<file path="src/rtl/tdm_pkg.sv">
// Shared types and defaults for the TDM receive path.
package tdm_pkg;

   // Frame alignment state: HUNT until a frame_start is seen, COLLECT once locked.
   typedef enum logic {
      HUNT    = 1'b0,
      COLLECT = 1'b1
   } tdm_state_t;

   // Default select width; frame length is 2**N slots.
   localparam int TDM_N_DEFAULT = 4;

endpackage

</file>
<file path="src/rtl/tdm_slot_counter.sv">
// N-bit slot counter: load-to-1 on frame start, increment on enable,
// wraps naturally at 2**N, flags the last slot of the frame.
module tdm_slot_counter #(
   parameter int N = 4
) (
   input  logic         clk,
   input  logic         rst,
   input  logic         i_en,
   input  logic         i_load1,
   output logic [N-1:0] o_cnt,
   output logic         o_last
);

   logic [N-1:0] r_cnt;

   // Slot register; a frame start always lands the next write at slot 1.
   always_ff @(posedge clk or posedge rst) begin
      if (rst) begin
         r_cnt <= '0;
      end else if (i_load1) begin
         r_cnt <= N'(1);
      end else if (i_en) begin
         r_cnt <= r_cnt + 1'b1;
      end
   end

   assign o_cnt  = r_cnt;
   assign o_last = (r_cnt == {N{1'b1}});

endmodule

</file>
<file path="src/rtl/tdm_demux.sv">
// Rebuilds a 2**N-bit word from the serial stream of a TDM mux.
// Slot i of a frame lands in out[i]; out_valid pulses once per completed frame.
module tdm_demux
   import tdm_pkg::*;
#(
   parameter int N = TDM_N_DEFAULT
) (
   input  logic              clk,
   input  logic              rst,
   input  logic              din,
   input  logic              din_valid,
   input  logic              frame_start,
   output logic [N-1:0]      slot,
   output logic [(2**N)-1:0] out,
   output logic              out_valid,
   output logic              sync_err
);

   localparam int W = 2 ** N;

   tdm_state_t   r_state;
   tdm_state_t   w_state_next;
   logic [N-1:0] w_slot;
   logic         w_last;
   logic         w_cnt_en;
   logic         w_cnt_load1;
   logic         w_wr_start;
   logic         w_wr_slot;
   logic         w_frame_done;
   logic         w_sync_err;
   logic [W-2:0] r_shadow;
   logic [W-1:0] r_out;
   logic         r_out_valid;
   logic         r_sync_err;

   tdm_slot_counter #(
      .N (N)
   ) u_slot_counter (
      .clk     (clk),
      .rst     (rst),
      .i_en    (w_cnt_en),
      .i_load1 (w_cnt_load1),
      .o_cnt   (w_slot),
      .o_last  (w_last)
   );

   // State register.
   always_ff @(posedge clk or posedge rst) begin
      if (rst) begin
         r_state <= HUNT;
      end else begin
         r_state <= w_state_next;
      end
   end

   // Next state: any qualified frame_start gives alignment; lock is never dropped.
   always_comb begin
      w_state_next = r_state;
      if (din_valid && frame_start) begin
         w_state_next = COLLECT;
      end
   end

   // Datapath controls: frame_start restarts the frame from slot 0 (flagging an
   // error if it cuts a partial frame); otherwise bits are taken only once locked.
   always_comb begin
      w_cnt_en     = 1'b0;
      w_cnt_load1  = 1'b0;
      w_wr_start   = 1'b0;
      w_wr_slot    = 1'b0;
      w_frame_done = 1'b0;
      w_sync_err   = 1'b0;
      if (din_valid) begin
         if (frame_start) begin
            w_cnt_load1 = 1'b1;
            w_wr_start  = 1'b1;
            w_sync_err  = (r_state == COLLECT) && (w_slot != '0);
         end else if (r_state == COLLECT) begin
            w_cnt_en     = 1'b1;
            w_wr_slot    = 1'b1;
            w_frame_done = w_last;
         end
      end
   end

   // Shadow bits for slots 0..W-2; the last slot goes straight into out.
   generate
      for (genvar gi = 0; gi < W - 1; gi++) begin : g_shadow
         // Capture din into this slot's shadow bit when it is the slot being written.
         always_ff @(posedge clk or posedge rst) begin
            if (rst) begin
               r_shadow[gi] <= 1'b0;
            end else if ((w_wr_start && (gi == 0)) ||
                         (w_wr_slot && (w_slot == N'(gi)))) begin
               r_shadow[gi] <= din;
            end
         end
      end
   endgenerate

   // Output word and one-cycle status pulses.
   always_ff @(posedge clk or posedge rst) begin
      if (rst) begin
         r_out       <= '0;
         r_out_valid <= 1'b0;
         r_sync_err  <= 1'b0;
      end else begin
         if (w_frame_done) begin
            r_out <= {din, r_shadow};
         end
         r_out_valid <= w_frame_done;
         r_sync_err  <= w_sync_err;
      end
   end

   assign slot      = w_slot;
   assign out       = r_out;
   assign out_valid = r_out_valid;
   assign sync_err  = r_sync_err;

endmodule
</file>
<file path="config.mk">
export PLATFORM = sky130hd
export DESIGN_NAME = tdm_demux
export DESIGN_NICKNAME = d
export VERILOG_FILES = /design/src/rtl/tdm_pkg.sv /design/src/rtl/tdm_slot_counter.sv /design/src/rtl/tdm_demux.sv
export SDC_FILE = /design/constraint.sdc
export NUM_CORES = 1
export LEC_CHECK = 0
export CORE_ASPECT_RATIO = 0.8
export CORE_MARGIN = 10
export CORE_UTILIZATION = 47
export DETAILED_ROUTE_END_ITERATION = 10
export PLACE_DENSITY = 0.74
export RECOVER_POWER = 50
export SYNTH_ARGS = -nofsm -noshare
export SYNTH_HDL_FRONTEND = slang
export SYNTH_SLANG_ARGS = --single-unit
</file>
<file path="constraint.sdc">
create_clock -name clk -period 1.8 [get_ports clk]
set_clock_uncertainty 0.2 [all_clocks]
set_input_delay 0.36 -clock clk [delete_from_list [all_inputs] [get_ports clk]]
set_output_delay 0.36 -clock clk [all_outputs]
set_load 0.005 [all_outputs]
</file>
# [Word level (Yosys, flattened, before mapping)]
# Index checks and enable logic that the tools add are counted.
[op_classes] addsub=1 eq_ne=15 n_mux=12 reduce_logical=21
[ops] op="$eq A4 B4 Y1 const B" n=8
[ops] op="$logic_and A1 B1 Y1" n=17
[ops] op="$eq A4 B3 Y1 const B" n=4
[ops] op="$mux W1" n=10
[ops] op="$eq A4 B2 Y1 const B" n=2
[ops] op="$mux W4" n=2
[ops] op="$add A4 B1 Y4 const B" n=1
[ops] op="$eq A4 B1 Y1 const B" n=1
[ops] op="$logic_not A4 Y1" n=1
[ops] op="$reduce_bool A4 Y1" n=1
[ops] op="$reduce_bool A2 Y1" n=1
[ops] op="$logic_or A1 B1 Y1" n=1
[word_totals] regBits=38 input_bits=5 out_inout_bits=22 wordCells=69

# [Logic depth before layout (Yosys ltp)]
[depth] word_depth=5 depth_mapped=5 ltp_nobuf=5

# [Cells and area by module]
# A second synthesis with hierarchy kept.
[hier_totals] hier_cells=116 area_unflattened_um2=1669.1
[by_module_without_submodules] mod="tdm_demux" n_inst=1 cells_each=98 area_per_inst_um2=1463.9 seq_area_each_um2=850.8
[by_module_without_submodules] mod="tdm_slot_counter" n_inst=1 cells_each=18 area_per_inst_um2=205.2 seq_area_each_um2=100.1

# [Least setup slack after synthesis]
# Ideal clock, no wire load.
[synth_timing] path_kind="register to register" startpoint="register u_slot_counter.r_cnt[1], in the netlist u_slot_counter.o_cnt[1]" endpoint="register r_out[0], in the netlist out[0]" setup_ns=0.125 arrival_time_ns=1.540 t_required_ns=1.475 setup_slack_ns=-0.065 path_stages_with_launch=6 path_buffers=1 synth_period_minus_slack_ns=1.865 path_cell_list="dfrtp_1 > ha_1 > nand2_1 > nor3_4 > buf_12 > mux2_4"
[synth_via] elab_chain_cells=4
[synth_rtl] element="start: declaration" line_no="tdm_slot_counter.sv:14" text="logic [N-1:0] r_cnt;"
[synth_rtl] element="start signal: assignment" line_no="tdm_slot_counter.sv:23" text="r_cnt <= r_cnt + 1'b1;"
[synth_rtl] element="$eq A4 B4 Y1" line_no="tdm_slot_counter.sv:28" text="assign o_last = (r_cnt == {N{1'b1}});"
[synth_rtl] element="$mux W1" line_no="tdm_demux.sv:78" text="end else if (r_state == COLLECT) begin"
[synth_rtl] element="$mux W1" line_no="tdm_demux.sv:74" text="if (frame_start) begin"
[synth_rtl] element="$mux W1" line_no="tdm_demux.sv:73" text="if (din_valid) begin"
[synth_rtl] element="via w_frame_done" line_no="tdm_demux.sv:29" text="logic w_frame_done;"
[synth_rtl] element="end signal: assignment" line_no="tdm_demux.sv:109" text="r_out <= {din, r_shadow};"
[synth_rtl] element="end: declaration" line_no="tdm_demux.sv:32" text="logic [W-1:0] r_out;"
# The timed path passes the listed nets, and every way through them passes these cells.
# A chain may end at the register's enable or synchronous reset.

# [Final worst setup path]
[layout_timing] startpoint="register u_slot_counter.r_cnt[0], in the netlist u_slot_counter.o_cnt[0]" endpoint="register r_shadow[0]"
[layout_via] elab_chain_cells=3
[layout_rtl] element="$logic_not A4 Y1" line_no="tdm_demux.sv:94" text="(w_wr_slot && (w_slot == N'(gi)))) begin"
[layout_rtl] element="$logic_and A1 B1 Y1" line_no="tdm_demux.sv:94"
[layout_rtl] element="$logic_or A1 B1 Y1" line_no="tdm_demux.sv:93" text="end else if ((w_wr_start && (gi == 0)) ||"
[layout_rtl] element="end signal: indexed assignment" line_no="tdm_demux.sv:95" text="r_shadow[gi] <= din;"
[layout_rtl] element="end: declaration" line_no="tdm_demux.sv:31" text="logic [W-2:0] r_shadow;"
# Every way passes these cells.

==> out/summary.txt <==
Status: finished clean
Crit start category: flip-flop
Die area: 6480 um^2
Worst setup path end: r_shadow[0]
Nets: 185
Pre-CTS WS: -0.294 ns
Cell family with most CP delay: flip-flops
# IOs: 27
Worst-skew pair later-pin latency: 0.29 ns
FF+latch count, synth: 38
Share of the synthesized area in the top cell type: 55.4%
Wirelength per Cell: 17.1 um
WHS: 0.308 ns
Core Region: 3470 um^2
Yosys Warn Count: 0
Synth cell types: 26
Total global routing overflow: 0
RSZ-0062 raised after global routing: true
Share of layout cells above drive strength 1: 41.8%
Vias per std cell: 5.35
Area leader, netlist: dfrtp_1
Worst Max-Slew Pin Slew: 0.903 ns
Crit path from: u_slot_counter.o_cnt[0]
Max Root-Sink Buffers: 2
Initial antenna violation count: 0
Vias in the first global route: 1,257
Post-synthesis sequential area ratio: 55.4%
Critical path endpoint category: flip-flop
Row cnt: 19
Routed Antenna Nets: 0
CP max stage cell: dfrtp_1
Worst path max stage delay: 0.37 ns
Pwr dens: 813 nW/um^2
Flop-to-flop setup slack: 0.03 ns
TritonCTS clock tree: done
Final Setup Violations: 0
Leakage power: 1.11 nW
Post-placement cell count: 204
Layout Area Growth over Synthesis: 36.7%
Height of the chip: 74.0 um
Crit share post-route: 98.3%
Num CTS Buffers: 5
WS Path Type: reg2reg
CTS H-Tree Depth: 2
Die Wd: 87.5 um
Antenna cell count: 0
Worst Path Max Fanout: 3
Setup tns final: 0 ns
Iter 0 DRT Violations: 90
First-pass iteration count of the detailed router: 4
Final wirelength: 3.75 mm
Slew HR: 39.8%
CP Depth: 6
Crit path required time: 1.78 ns
CP bufs+invs: 2
Post-synth net total: 133
Fmax achieved: 565 MHz
R2R cell count: 6
Initial Utilization: 49.4%
Fin. Hold Viols: 0
Routability cong.: 0.801
Peak supply drop: 0.000579 V
Class of the worst hold path: reg2reg
Clk slew on worst S/H paths: 0.08 ns
Reg-to-Reg Start: u_slot_counter.o_cnt[0]
First-pass GRT wire length: 6.10 mm
RR Endpoint: r_shadow[0]
GRT Util Overall: 12.0%
Mean post-synth cell area: 13.8 um^2
Ranking of synthesized cells by area: dfrtp_1, mux2_2, mux2_4
CTS root buffer: clkbuf_8
Vias: 1,171
Final setup margin: 0.0314 ns
Num Clock Sinks: 38
Instance count of the mapped netlist: 124
Largest net degree at the start of global routing: 39
Final non-filler cell total: 219
Post-layout min period: 1.77 ns
Crit path cell chain: inv_1 > ha_2 > nor4bb_2 > o21ai_1 > buf_4 > mux2_2
Dpl hpwl: 2.59 mm
Max_cap viols: 0
Arrival time at the worst endpoint: 1.75 ns
PortBufs: 26
Drt drc: 0
Slew Viols, Final: 0
Cell area after synthesis: 1720 um^2
[sequential cells by signal, indices dropped and copies added, names as in the netlist]
register,cells
out,16
out_valid,1
r_shadow,15
r_state,1
sync_err,1
u_slot_counter.o_cnt,4
[worst min-delay path by stage]
stage / from / end / slack, ns / cells after the start
after global placement: r_shadow[13] / out[13] / 0.28 / 1
after detailed placement: r_shadow[3] / out[3] / 0.29 / 1
after CTS: rst / out[11] / 0.23 / 3
after floorplan: r_shadow[10] / r_shadow[10] / 0.27 / 1
after global routing: r_shadow[7] / out[7] / 0.33 / 1
final: r_shadow[7] / out[7] / 0.31 / 1
[worst reg2reg max path: cells and delay by family, from the launching register on]
family          cells  cell delay [ns]
compound gates      1             0.20
fa+ha+maj           1             0.19
buf+inv             2             0.22
flops               1             0.37
mux                 1             0.32
simple gates        1             0.16
[logic make-up (layout without fill, tap and decap cells)]
| logic type | after synthesis | count (layout) | share of synthesized area (%) |
|---|---|---|---|
| flops | 38 | 38 | 55.4 |
| compound gates | 9 | 9 | 3.21 |
| mux | 32 | 32 | 22.9 |
| buf+inv | 12 | 65 | 4.16 |
| fa+ha+maj | 4 | 4 | 2.92 |
| simple gates | 29 | 29 | 11.4 |
[report_power, final]
part	switching [mW]	total, mW	internal (mW)
Sequential	0.0480	0.988	0.940
Combinational	0.143	0.321	0.178
Clock	0.289	0.598	0.309
Total	0.480	1.91	1.43
[timing repair]
item / CTS / global route
gates cloned: 0 / 2
setup endpoints to repair: 12 / 19
hold buffers: 0 / 0
gates resized for setup: 7 / 4
setup buffers: 3 / 2
pin swaps: 2 / 2
[through the flow]
stage	power [mW]	cell area (um^2)	util [%]
floorplan	1.17	1730	-
global placement	1.30	2160	62.3
detailed placement	1.32	2160	62.3
CTS	1.92	2280	65.8
global route	2.00	2340	67.6
finish	1.91	2340	67.6
[routing by layer]
metal / vias up / track usage, % / wire length, um
li1: 543 / - / -
met1: 599 / 13.0 / 1570
met2: 22 / 20.4 / 1900
met3: 7 / 5.35 / 232
met4: 0 / 4.59 / 49
met5: - / 0 / 0
[area by class of cell]
class                   instances  area [um^2]
clock inverters                 1         5.00
well taps                      42         52.6
clock buffers                   7         86.3
multi-input cells              74          717
fillers                       248         1130
repair buffers                 53          513
flip-flops and latches         38          956
inverters                       4         15.0
[synth_stat cells]
cell type / n
ha_1: 4
a21oi_1: 1
nor2_1: 2
o21ai_0: 5
a22o_1: 2
nor3b_2: 1
and4_1: 1
buf_2: 2
nor2b_1: 1
clkbuf_1: 4
nand2_1: 3
mux2i_1: 1
buf_6: 1
nor3b_1: 1
nand3_1: 8
mux2_2: 22
buf_12: 1
and3b_1: 2
nor3_4: 1
inv_1: 4
mux2_4: 9
nand4_1: 7
nor4bb_1: 1
nand2b_4: 1
dfrtp_1: 38
a21o_1: 1
[placed cells by master, fill, tap and decap left out, types with 3 or more instances in the layout]
cell and instances:
clkbuf_1 3, mux2_2 22, nand4_1 7, dfrtp_1 34, o21ai_0 4, clkdlybuf4s50_1 22
mux2_4 9, buf_4 20, dfrtp_2 4, clkbuf_8 6, nand3_1 8, inv_1 4
Power figures use the tool's default switching activity.
